**src/rtl/sqrt_pkg.sv**
```systemverilog
// Shared constants and FSM state type for the square-root BCD formatter.
package sqrt_pkg;

    // Width of each binary operand coming from the square-root core.
    localparam int W_IN        = 17;
    // BCD digits produced for the integer and fractional parts.
    localparam int INT_DIGITS  = 6;
    localparam int FRAC_DIGITS = 5;
    localparam int INT_W       = 4 * INT_DIGITS;
    localparam int FRAC_W      = 4 * FRAC_DIGITS;
    // Largest legal fractional value (units of 1e-5).
    localparam logic [W_IN-1:0] FRAC_MAX = 17'd99999;
    // One double-dabble iteration per input bit.
    localparam int ITER  = W_IN;
    localparam int CNT_W = 5;
    localparam logic [CNT_W-1:0] CNT_LAST = CNT_W'(ITER - 1);
    // Value reported for an out-of-range fraction.
    localparam logic [FRAC_W-1:0] FRAC_SAT = {FRAC_DIGITS{4'h9}};

    typedef enum logic [1:0] {
        ST_IDLE = 2'd0,
        ST_CONV = 2'd1,
        ST_DONE = 2'd2
    } state_t;

endpackage

```
**src/rtl/bcd_add3.sv**
```systemverilog
// Double-dabble digit correction: every BCD digit >= 5 gets +3 so that the
// following left shift carries correctly into the next decade.
module bcd_add3 #(
    parameter int DIGITS = 1
) (
    input  logic [4*DIGITS-1:0] i_bcd,
    output logic [4*DIGITS-1:0] o_bcd
);

    genvar gi;
    generate
        for (gi = 0; gi < DIGITS; gi = gi + 1) begin : g_digit
            // Digits 5..9 become 8..12, which still fit in four bits.
            assign o_bcd[4*gi +: 4] = (i_bcd[4*gi +: 4] >= 4'd5) ?
                                      (i_bcd[4*gi +: 4] + 4'd3) :
                                      i_bcd[4*gi +: 4];
        end
    endgenerate

endmodule

```
**src/rtl/sqrt_bcd_formatter.sv**
```systemverilog
// Converts a square-root result (integer and 1e-5 fraction, both binary)
// into packed BCD using two parallel double-dabble converters. Fixed
// latency of ITER cycles from accept to out_valid_o; valid/ready on both sides.
module sqrt_bcd_formatter
    import sqrt_pkg::*;
(
    input  logic                clk_i,
    input  logic                rst_ni,
    input  logic                in_valid_i,
    output logic                in_ready_o,
    input  logic [W_IN-1:0]     int_i,
    input  logic [W_IN-1:0]     frac_i,
    output logic                out_valid_o,
    input  logic                out_ready_i,
    output logic [INT_W-1:0]    int_bcd_o,
    output logic [FRAC_W-1:0]   frac_bcd_o,
    output logic                ovf_o
);

    state_t              r_state,     w_state_next;
    logic [CNT_W-1:0]    r_cnt,       w_cnt_next;
    logic [W_IN-1:0]     r_int_sh,    w_int_sh_next;
    logic [W_IN-1:0]     r_frac_sh,   w_frac_sh_next;
    logic [INT_W-1:0]    r_int_acc,   w_int_acc_next;
    logic [FRAC_W-1:0]   r_frac_acc,  w_frac_acc_next;
    logic                r_ovf_pend,  w_ovf_pend_next;
    logic [INT_W-1:0]    r_int_bcd,   w_int_bcd_next;
    logic [FRAC_W-1:0]   r_frac_bcd,  w_frac_bcd_next;
    logic                r_ovf,       w_ovf_next;

    logic [INT_W-1:0]    w_int_acc_corr;
    logic [FRAC_W-1:0]   w_frac_acc_corr;
    logic [INT_W-1:0]    w_int_acc_shift;
    logic [FRAC_W-1:0]   w_frac_acc_shift;

    bcd_add3 #(.DIGITS(INT_DIGITS)) u_int_add3 (
        .i_bcd (r_int_acc),
        .o_bcd (w_int_acc_corr)
    );

    bcd_add3 #(.DIGITS(FRAC_DIGITS)) u_frac_add3 (
        .i_bcd (r_frac_acc),
        .o_bcd (w_frac_acc_corr)
    );

    // Corrected accumulator shifted left with the next binary MSB brought in.
    assign w_int_acc_shift  = (w_int_acc_corr << 1)  | INT_W'(r_int_sh[W_IN-1]);
    assign w_frac_acc_shift = (w_frac_acc_corr << 1) | FRAC_W'(r_frac_sh[W_IN-1]);

    assign in_ready_o  = (r_state == ST_IDLE);
    assign out_valid_o = (r_state == ST_DONE);
    assign int_bcd_o   = r_int_bcd;
    assign frac_bcd_o  = r_frac_bcd;
    assign ovf_o       = r_ovf;

    // Next-state and datapath: accept in IDLE, iterate in CONV, hold in DONE.
    always_comb begin
        w_state_next    = r_state;
        w_cnt_next      = r_cnt;
        w_int_sh_next   = r_int_sh;
        w_frac_sh_next  = r_frac_sh;
        w_int_acc_next  = r_int_acc;
        w_frac_acc_next = r_frac_acc;
        w_ovf_pend_next = r_ovf_pend;
        w_int_bcd_next  = r_int_bcd;
        w_frac_bcd_next = r_frac_bcd;
        w_ovf_next      = r_ovf;

        case (r_state)
            ST_IDLE: begin
                if (in_valid_i) begin
                    w_int_sh_next   = int_i;
                    w_frac_sh_next  = frac_i;
                    w_int_acc_next  = '0;
                    w_frac_acc_next = '0;
                    w_cnt_next      = '0;
                    w_ovf_pend_next = (frac_i > FRAC_MAX);
                    w_state_next    = ST_CONV;
                end
            end
            ST_CONV: begin
                w_int_acc_next  = w_int_acc_shift;
                w_frac_acc_next = w_frac_acc_shift;
                w_int_sh_next   = r_int_sh << 1;
                w_frac_sh_next  = r_frac_sh << 1;
                w_cnt_next      = r_cnt + 1'b1;
                // Last iteration: publish the freshly shifted accumulators.
                if (r_cnt == CNT_LAST) begin
                    w_int_bcd_next  = w_int_acc_shift;
                    w_frac_bcd_next = r_ovf_pend ? FRAC_SAT : w_frac_acc_shift;
                    w_ovf_next      = r_ovf_pend;
                    w_state_next    = ST_DONE;
                end
            end
            ST_DONE: begin
                if (out_ready_i) begin
                    w_state_next = ST_IDLE;
                end
            end
            default: begin
                w_state_next = ST_IDLE;
            end
        endcase
    end

    // All state registers; reset clears everything including the outputs.
    always_ff @(posedge clk_i or negedge rst_ni) begin
        if (!rst_ni) begin
            r_state    <= ST_IDLE;
            r_cnt      <= '0;
            r_int_sh   <= '0;
            r_frac_sh  <= '0;
            r_int_acc  <= '0;
            r_frac_acc <= '0;
            r_ovf_pend <= 1'b0;
            r_int_bcd  <= '0;
            r_frac_bcd <= '0;
            r_ovf      <= 1'b0;
        end else begin
            r_state    <= w_state_next;
            r_cnt      <= w_cnt_next;
            r_int_sh   <= w_int_sh_next;
            r_frac_sh  <= w_frac_sh_next;
            r_int_acc  <= w_int_acc_next;
            r_frac_acc <= w_frac_acc_next;
            r_ovf_pend <= w_ovf_pend_next;
            r_int_bcd  <= w_int_bcd_next;
            r_frac_bcd <= w_frac_bcd_next;
            r_ovf      <= w_ovf_next;
        end
    end

endmodule

```
**config.mk**
```make
export PLATFORM = sky130hd
export DESIGN_NAME = sqrt_bcd_formatter
export DESIGN_NICKNAME = d
export VERILOG_FILES = /design/src/rtl/sqrt_pkg.sv /design/src/rtl/bcd_add3.sv /design/src/rtl/sqrt_bcd_formatter.sv
export SDC_FILE = /design/constraint.sdc
export NUM_CORES = 1
export LEC_CHECK = 0
export ABC_AREA = 1
export CORE_MARGIN = 1
export CORE_UTILIZATION = 30
export CTS_CLUSTER_DIAMETER = 60
export CTS_CLUSTER_SIZE = 25
export DETAILED_ROUTE_END_ITERATION = 12
export GPL_TIMING_DRIVEN = 0
export PLACE_DENSITY = 0.48
export SLEW_MARGIN = 20
export SYNTH_ARGS = -nofsm -noshare
export SYNTH_HDL_FRONTEND = slang
export SYNTH_SLANG_ARGS = --single-unit
```
**constraint.sdc**
```tcl
create_clock -name clk_i -period 1.5 [get_ports clk_i]
set_input_delay 0.45 -clock clk_i [delete_from_list [all_inputs] [get_ports clk_i]]
set_output_delay 0.45 -clock clk_i [all_outputs]
set_load 0.05 [all_outputs]
```
==> impl_metrics.py, run 1 <==
metrics = {
    "outcome": {
        "status": "complete, but fails checks",
        "failed_checks": "negative setup slack",
    },
    "clocking": {
        "cts_root_buf": "clkbuf_16",
        "cts_tree": "built",
        "htreeDepth": 4,
        "clk_latency_ns": 0.42,
        "clkSinkCount": 131,
        "clkTransAtPathRegs_ns": 0.06,
        "cts_buffers": 17,
        "clk_path_buf_depth": 2,
    },
    "routing": {
        "vias_per_cell": 4.50,
        "vias": 5496,
        "ant_nets": 0,
        "routed_wl_um": 16900,
        "drc_errors": 0,
        "drt-initial-drc-count": 182,
        "wl_per_cell_um": 13.8,
        "first_pass_iters": 4,
    },
    "floorplanning": {
        "dieArea_mm2": 0.0220,
        "die_y_um": 148,
        "core_area_mm2": 0.0210,
        "initial_utilization_pct": 30.5,
        "chipWidth_um": 148,
        "io_pins": 85,
        "rows": 53,
    },
    "power_and_ir_drop": {
        "clock_power_share_pct": 19.5,
        "cellPowerDensity_mw_per_mm2": 2360,
        "leakage_nw": 4.49,
        "pwr-share-seq_pct": 30.9,
        "p_int_mw": 11.3,
        "combinationalPowerShare_pct": 49.6,
        "p_sw_share_pct": 45.4,
        "switchingPower_mw": 9.41,
        "ir_drop_uv": 990,
    },
    "timing": {
        "hold_viol_final": 0,
        "maxSlewViolCount": 0,
        "fin_crit_ns": 1.60,
        "fmax_ghz": 0.625,
        "setup_viol": 28,
        "setup_tns_ns": -0.684,
        "slew_headroom_pct": 69.1,
        "finalClockSkew_ns": 0.0104,
        "tightest_slew_ns": 0.464,
        "finalCritPeriodShare_pct": 107,
        "grt_setup_unrepaired": "true",
        "holdWs_ns": 0.472,
        "setup_ws_ns": -0.0995,
    },
    "finish": {
        "drive_gt1_share_pct": 22.3,
        "n_antenna_cell": 0,
        "final_common_cell": "nand2_1",
        "nets": 996,
        "final_cell_mix": "293 x nand2_1, 128 x dfrtp_1, 86 x nand3_1, 65 x inv_1, 42 x buf_4",
        "final_util_pct": 41.8,
        "syn_to_final_growth_pct": 37.0,
    },
    "synth": {
        "synth_top_cell_by_area": "dfrtp_1",
        "synth_warnings": 0,
        "yosys-top-cells-area": "dfrtp_1 51%, nand2_1 20%, nand3_1 6.7%",
        "synth-seq-cells": 131,
        "synth_top_cell_area_share_pct": 51.1,
        "synthDistinctLibCells": 28,
        "ys_seq_area_share_pct": 51.1,
        "synth_nets": 870,
        "syn_inst": 808,
        "avgSynthCellArea_um2": 7.94,
        "syn_area_mm2": 0.00642,
    },
    "setup_path": {
        "cp_slowest_cell": "dfrtp_2",
        "crit_chain": "nor2_4 -> buf_8",
        "crit_path_max_fanout": 4,
        "cpLargestDelayFamily": "flip-flops",
        "cp-end-kind": "output port",
        "crit_required_ns": 1.05,
        "slowest_delay_ns": 0.46,
        "criticalPathCategory": "reg2out",
        "crit_arrival_ns": 1.15,
        "startpoint_type": "register",
        "path_buf_inv": 1,
    },
    "placement": {
        "io_buffers": 84,
        "dp.final_hpwl_um": 11400,
        "place.gp.congestion": 0.784,
    },
    "global_routing": {
        "grt_overflow": 0,
        "grt_pass1_vias": 5253,
        "grt_max_degree": 91,
        "antenna_found_initial": 0,
        "grt_pass1_wl_um": 27100,
        "grt_usage_pct": 16.0,
    },
    "flow_run": {
        "max-cap-violations": 0,
    },
    "min_path": {
        "min_path_type": "reg2reg",
    },
}
==> layer usage <==
| layer | part of all wire, % | track usage [%] | up-vias |
|---|---|---|---|
| met4 | 0.80 | 5.57 | 0 |
| met2 | 46 | 24.7 | 96 |
| met1 | 50 | 22.0 | 2548 |
| met5 | 0 | 0 | - |
| met3 | 3.6 | 3.44 | 12 |
| li1 | - | - | 2840 |
==> sequential cells by signal, summed over array words and instances (netlist names) <==
signal,cells
frac_bcd_o,20
int_bcd_o,24
ovf_o,1
r_cnt,5
r_frac_acc,20
r_frac_sh,17
r_int_acc,24
r_int_sh,17
r_ovf_pend,1
r_state,2
==> synth_stat cells, drive strengths merged <==
cell type and instances:
o211ai 2, dfrtp 131, o21ai 62, o22ai 6, xor2 1, a21boi 6, nand4 8, o21a 1
nor3 1, clkinv 1, ha 24, nand2 342, buf 24, inv 78, a21oi 3, nor2 24
clkbuf 2, or2 1, nand3 87, a22oi 3, o31ai 1
==> logic make-up after synthesis <==
family	Yosys count	share of synthesized area, %
xor gates and xnor gates	1	0.137
DFF	131	51.1
buffers and inverters	105	7.23
AOI/OAI and AO/OA	84	7.18
adders and majority gates	24	4.68
and+or+nand+nor	463	29.7
==> stage by stage <==
stage                     area, um2  worst slack (ns)  instances  power [mW]
after floorplan                6430            0.0226        808        12.9
after global placement         7610             -5.67       1167        15.7
after detailed placement       7640            -0.461       1168        15.8
after CTS                      8170            -0.152       1206        19.8
after global routing           8790            -0.158       1222        22.5
final                          8790           -0.0995       1222        20.7
==> worst reg2reg max path, stage by stage, from the launching register on <==
cell	delay (ns)
dfrtp_2	0.46
buf_4	0.16
nand2_4	0.18
inv_6	0.11
buf_4	0.20
buf_4	0.19
nand2_1	0.08
nand3_1	0.07
==> power groups by stage <==
stage	Sequential (mW)	Combinational, mW	Clock (mW)
floorplan	7.79	5.08	0
global placement	6.33	9.36	0
detailed placement	6.33	9.43	0
CTS	6.30	9.31	4.15
global route	6.62	11.6	4.30
finish	6.41	10.3	4.04
==> final cells by class <==
type / instances / area (um2)
sequential: 131 / 3280
tap: 275 / 344
inverter: 79 / 313
timing repair buffer: 106 / 1070
fill: 2168 / 12200
buffer: 26 / 264
clock buffer: 18 / 429
clock inverter: 14 / 138
multi-input combinational: 573 / 2950
==> final timing paths <==
check | startpoint | endpoint | slack [ns] | cells after the start
worst max-delay path | r_state[0] | in_ready_o | -0.1 | 2
worst min-delay path | frac_bcd_o[13] | frac_bcd_o[13] | 0.47 | 2
worst max register to register | r_state[0] | r_frac_sh[9] | -0.05 | 7
worst min register to register | frac_bcd_o[13] | frac_bcd_o[13] | 0.47 | 2
max in group asynchronous | rst_ni | int_bcd_o[0] | 0.21 | 3
min in group asynchronous | rst_ni | frac_bcd_o[11] | 0.51 | 2
==> repair_timing <==
action	4_1_cts	5_1_grt
setup endpoints to repair	171	151
hold buffers	1	0
cloned	0	6
gates resized for setup	292	167
pin swaps	1	20
endpoints found under the hold margin	41	0
buffers inserted	5	10
No activity file was read; power rests on OpenSTA's default activity.
==> inputs of run 2 (changes only) <==
--- a/config.mk
+++ b/config.mk
@@ -12,8 +12,6 @@
 export CTS_CLUSTER_SIZE = 25
 export DETAILED_ROUTE_END_ITERATION = 12
 export GPL_TIMING_DRIVEN = 0
-export PLACE_DENSITY = 0.48
-export SLEW_MARGIN = 20
 export SYNTH_ARGS = -nofsm -noshare
 export SYNTH_HDL_FRONTEND = slang
 export SYNTH_SLANG_ARGS = --single-unit
==> impl_metrics.py, run 2 (synthesis gave the netlist of run 1 again) <==
metrics = {
    "outcome": {
        "status": "complete, but fails checks",
        "failed_checks": "negative hold slack, negative setup slack",
    },
    "floorplanning": {
        "rows": 53,
        "chipWidth_um": 148,
        "dieArea_mm2": 0.0220,
        "io_pins": 85,
        "initial_utilization_pct": 30.5,
        "core_area_mm2": 0.0210,
        "die_y_um": 148,
    },
    "finish": {
        "finalInstanceArea_mm2": 0.00851,
        "final_common_cell": "nand2_1",
        "final_cells": 1215,
        "syn_to_final_growth_pct": 32.6,
        "n_antenna_cell": 0,
        "final_cell_mix": "326 x nand2_1, 128 x dfrtp_1, 84 x nand3_1, 72 x inv_1, 50 x buf_4",
        "fillers": 2151,
        "drive_gt1_share_pct": 17.7,
        "final_util_pct": 40.5,
        "nets": 990,
    },
    "setup_path": {
        "r2r_slack_ns": -0.06,
        "cp-end-kind": "output port",
        "crit_path_max_fanout": 3,
        "rr_worst_depth": 6,
        "crit_arrival_ns": 1.18,
        "startpoint_type": "register",
        "crit_required_ns": 1.05,
        "r2r_end": "r_int_sh[16]",
        "reg2reg_from": "r_state[0]",
        "criticalPathCategory": "reg2out",
    },
    "timing": {
        "holdWs_ns": -0.0119,
        "fmax_ghz": 0.613,
        "finalClockSkew_ns": 0.0106,
        "grt_setup_unrepaired": "true",
        "setup_viol": 12,
        "hold_viol_final": 7,
        "maxSlewViolCount": 0,
        "finalCritPeriodShare_pct": 109,
        "fin_crit_ns": 1.63,
        "setup_ws_ns": -0.132,
        "tightest_slew_ns": 0.550,
        "slew_headroom_pct": 63.3,
    },
    "clocking": {
        "htreeDepth": 4,
        "clkSinkCount": 131,
        "cts_root_buf": "clkbuf_16",
        "cts_tree": "built",
        "clkTransAtPathRegs_ns": 0.06,
        "cts_buffers": 17,
        "cts-hold-fix-buffers": 0,
        "clk_latency_ns": 0.43,
        "clk_path_buf_depth": 2,
    },
    "power_and_ir_drop": {
        "switchingPower_mw": 9.25,
        "cellPowerDensity_mw_per_mm2": 2400,
        "p_total_mw": 20.4,
        "pwr-share-seq_pct": 30.9,
        "clock_power_share_pct": 20.6,
        "combinationalPowerShare_pct": 48.5,
        "p_sw_share_pct": 45.3,
        "p_int_mw": 11.2,
        "leakage_nw": 4.43,
        "ir_drop_uv": 1120,
    },
    "placement": {
        "post-place-ws_ns": -0.469,
        "place.gp.congestion": 0.818,
        "place_area_mm2": 0.00764,
        "dp.final_hpwl_um": 11200,
        "dpl.cell_count": 1168,
        "io_buffers": 84,
    },
    "routing": {
        "ant_nets": 0,
        "drc_errors": 0,
        "vias_per_cell": 4.61,
        "wl_per_cell_um": 13.3,
        "vias": 5606,
        "drt-initial-drc-count": 339,
        "routed_wl_um": 16100,
        "first_pass_iters": 5,
    },
    "flow_run": {
        "max-cap-violations": 0,
    },
    "global_routing": {
        "grt_max_degree": 77,
        "grt_pass1_wl_um": 26500,
        "grt_usage_pct": 15.6,
        "antenna_found_initial": 0,
        "grt_overflow": 0,
        "grt_pass1_vias": 5278,
    },
    "min_path": {
        "min_path_type": "in2async",
    },
}
[run 2: cell types whose count changed in the layout (fill, tap and decap cells not counted), moves of 6 or more]
cell	before	now
inv_1	65	72
nand2_2	37	11
buf_6	26	16
nand2_1	293	326
inv_2	10	3
nand2_4	11	5
buf_4	42	50
[run 2: stage by stage]
stage	hold slack, ns	setup TNS [ns]
2_1_floorplan	0.154	0
3_3_place_gp	0.456	-752.23
3_5_place_dp	0.459	-34.92
4_1_cts	0.00592	-1.81
5_1_grt	0.0279	-3.44
6_report	-0.0119	-0.474
[run 2: power by group through the flow]
stage | Combinational [mW] | Sequential, mW | Clock, mW
3_3_place_gp | 9.20 | 6.31 | 0
5_1_grt | 11.2 | 6.52 | 4.43
3_5_place_dp | 9.39 | 6.31 | 0
6_report | 9.90 | 6.31 | 4.20
2_1_floorplan | 5.08 | 7.79 | 0
4_1_cts | 9.32 | 6.29 | 4.28
[run 2: timing repair]
item,CTS,global route
setup buffers,1,13
hold endpoints to repair,0,0
pin swaps,7,11
cloned,1,2
setup endpoints to repair,170,128
gates resized for setup,302,86
[run 2: critical path: stages, from the launching register on]
cell and delay, ns:
dfrtp_2 0.45, nor2_4 0.14, buf_8 0.16
[run 2: final cells by class]
cell class / count / area, um2 / area share, %
repair buffers: 101 / 932 / 11.0
clock inverters: 12 / 159 / 1.87
flip-flops and latches: 131 / 3280 / 38.6
well taps: 275 / 344 / 4.04
multi-input cells: 572 / 2820 / 33.2
inverters: 79 / 313 / 3.68
repair inverters: 1 / 8.76 / 0.103
clock buffers: 19 / 433 / 5.09
plain buffers: 25 / 214 / 2.51
[run 2: worst max path at each step]
stage / startpoint / to / slack, ns / cells past startpoint
final: r_state[0] / in_ready_o / -0.13 / 2
after global placement: rst_ni / r_int_acc[14] / -5.49 / 1
after detailed placement: in_valid_i / r_frac_acc[9] / -0.47 / 5
after CTS: r_state[1] / out_valid_o / -0.16 / 3
after global routing: r_state[0] / in_ready_o / -0.18 / 2
after floorplan: r_state[0] / r_int_sh[16] / 0.02 / 6
[run 2: routing by layer]
layer | up-vias | wire length, um | track usage, %
li1 | 2823 | - | -
met5 | - | 0 | 0
met4 | 0 | 229 | 5.10
met3 | 23 | 622 | 3.50
met1 | 2653 | 7640 | 21.1
met2 | 107 | 7620 | 24.6
==> inputs of run 3 (changes only) <==
--- a/config.mk
+++ b/config.mk
@@ -12,6 +12,7 @@
 export CTS_CLUSTER_SIZE = 25
 export DETAILED_ROUTE_END_ITERATION = 12
 export GPL_TIMING_DRIVEN = 0
+export SKIP_CTS_REPAIR_TIMING = 1
 export SYNTH_ARGS = -nofsm -noshare
 export SYNTH_HDL_FRONTEND = slang
 export SYNTH_SLANG_ARGS = --single-unit
==> impl_metrics.py, run 3 (synthesis gave the netlist of run 1 again) <==
metrics = {
    "finish": {
        "n_antenna_cell": 0,
        "nets": 996,
        "syn_to_final_growth_pct": 32.8,
        "final_cell_mix": "332 x nand2_1, 128 x dfrtp_1, 85 x nand3_1, 72 x inv_1, 48 x buf_4",
        "final_common_cell": "nand2_1",
        "drive_gt1_share_pct": 16.9,
        "finalInstanceArea_mm2": 0.00852,
        "final_util_pct": 40.5,
    },
    "routing": {
        "drt-initial-drc-count": 334,
        "vias": 5618,
        "routed_wl_um": 16400,
        "wl_per_cell_um": 13.4,
        "vias_per_cell": 4.60,
        "ant_nets": 0,
        "drc_errors": 0,
        "first_pass_iters": 7,
    },
    "timing": {
        "finalCritPeriodShare_pct": 107,
        "grt_setup_unrepaired": "true",
        "fmax_ghz": 0.622,
        "hold_viol_final": 5,
        "holdWs_ns": -0.00967,
        "setup_ws_ns": -0.108,
        "setup_viol": 51,
        "setup_tns_ns": -1.61,
        "maxSlewViolCount": 0,
        "finalClockSkew_ns": 0.00862,
        "tightest_slew_ns": 0.552,
        "slew_headroom_pct": 63.2,
        "fin_crit_ns": 1.61,
    },
    "floorplanning": {
        "initial_utilization_pct": 30.5,
        "chipWidth_um": 148,
        "io_pins": 85,
        "core_area_mm2": 0.0210,
        "dieArea_mm2": 0.0220,
        "die_y_um": 148,
        "rows": 53,
    },
    "global_routing": {
        "grt_overflow": 0,
        "grt_pass1_wl_um": 26200,
        "grt_max_degree": 77,
        "grt_usage_pct": 15.4,
        "grt_pass1_vias": 5228,
        "antenna_found_initial": 0,
    },
    "clocking": {
        "cts_tree": "built",
        "clk_path_buf_depth": 2,
        "cts_buffers": 17,
        "clkSinkCount": 131,
        "cts_root_buf": "clkbuf_16",
        "clk_latency_ns": 0.42,
        "clkTransAtPathRegs_ns": 0.06,
        "htreeDepth": 4,
    },
    "placement": {
        "place.gp.congestion": 0.818,
        "dp.final_hpwl_um": 11200,
        "place_area_mm2": 0.00764,
        "io_buffers": 84,
    },
    "setup_path": {
        "path_buf_inv": 1,
        "slowest_delay_ns": 0.46,
        "r2r_end": "r_int_acc[17]",
        "rr_worst_depth": 7,
        "startpoint_type": "register",
        "crit_required_ns": 1.05,
        "reg2reg_from": "r_state[0]",
        "cp_slowest_cell": "dfrtp_2",
        "crit_chain": "nor2_4 -> buf_8",
        "crit_arrival_ns": 1.16,
        "cp-end-kind": "output port",
        "cpLargestDelayFamily": "flip-flops",
        "crit_path_max_fanout": 3,
        "r2r_slack_ns": -0.08,
        "criticalPathCategory": "reg2out",
    },
    "power_and_ir_drop": {
        "ir_drop_uv": 1030,
        "leakage_nw": 4.43,
        "cellPowerDensity_mw_per_mm2": 2390,
    },
    "outcome": {
        "failed_checks": "negative hold slack, negative setup slack",
        "status": "complete, but fails checks",
    },
    "flow_run": {
        "max-cap-violations": 0,
    },
    "min_path": {
        "min_path_type": "in2async",
    },
}
==> run 3: changes by cell type in the layout (fill, tap and decap cells not counted), sizes merged <==
cell,previous run,this run
nand2,342,343
buf,79,73
inv,80,79
clkbuf,30,42
==> run 3: how the worst max path moves through the flow <==
| stage | depth (start not counted) | to | startpoint |
|---|---|---|---|
| CTS | 2 | in_ready_o | r_state[0] |
| global placement | 1 | r_int_acc[14] | rst_ni |
| global route | 3 | out_valid_o | r_state[1] |
| detailed placement | 5 | r_frac_acc[9] | in_valid_i |
| floorplan | 6 | r_int_sh[16] | r_state[0] |
| finish | 2 | in_ready_o | r_state[0] |
==> run 3: stage by stage <==
step,std cells,setup slack [ns],power [mW]
after global routing,1221,-0.170,22.0
after detailed placement,1168,-0.469,15.7
after floorplan,808,0.0226,12.9
final,1221,-0.108,20.3
after global placement,1167,-5.49,15.5
after CTS,1199,-0.801,20.0
==> run 3: worst reg2reg max path, delay by kind of cell (launching register included) <==
kind | cells | cell delay (ns)
buffers and inverters | 4 | 0.68
flip-flops | 1 | 0.46
AND/OR/NAND/NOR | 3 | 0.34
==> run 3: area by class of cell <==
class	count	area (um2)
inverters	79	313
flip-flops and latches	131	3280
well taps	275	344
fillers	2164	12500
clock inverters	12	159
repair buffers	106	971
multi-input cells	573	2790
clock buffers	19	433
plain buffers	26	229
==> run 3: metal layers <==
| layer | routed length, um | share of wire (%) | GRT usage, % | vias to the layer above |
|---|---|---|---|---|
| met5 | 0 | 0 | 0 | - |
| met4 | 276 | 1.7 | 5.10 | 0 |
| met3 | 530 | 3.2 | 3.47 | 27 |
| met2 | 7730 | 47 | 24.2 | 104 |
| met1 | 7870 | 48 | 20.9 | 2656 |
| li1 | - | - | - | 2831 |
==> run 3: power by group <==
| group | total [mW] | internal [mW] | switching (mW) |
|---|---|---|---|
| Sequential | 6.30 | 5.18 | 1.12 |
| Combinational | 9.82 | 3.35 | 6.47 |
| Clock | 4.22 | 2.61 | 1.61 |
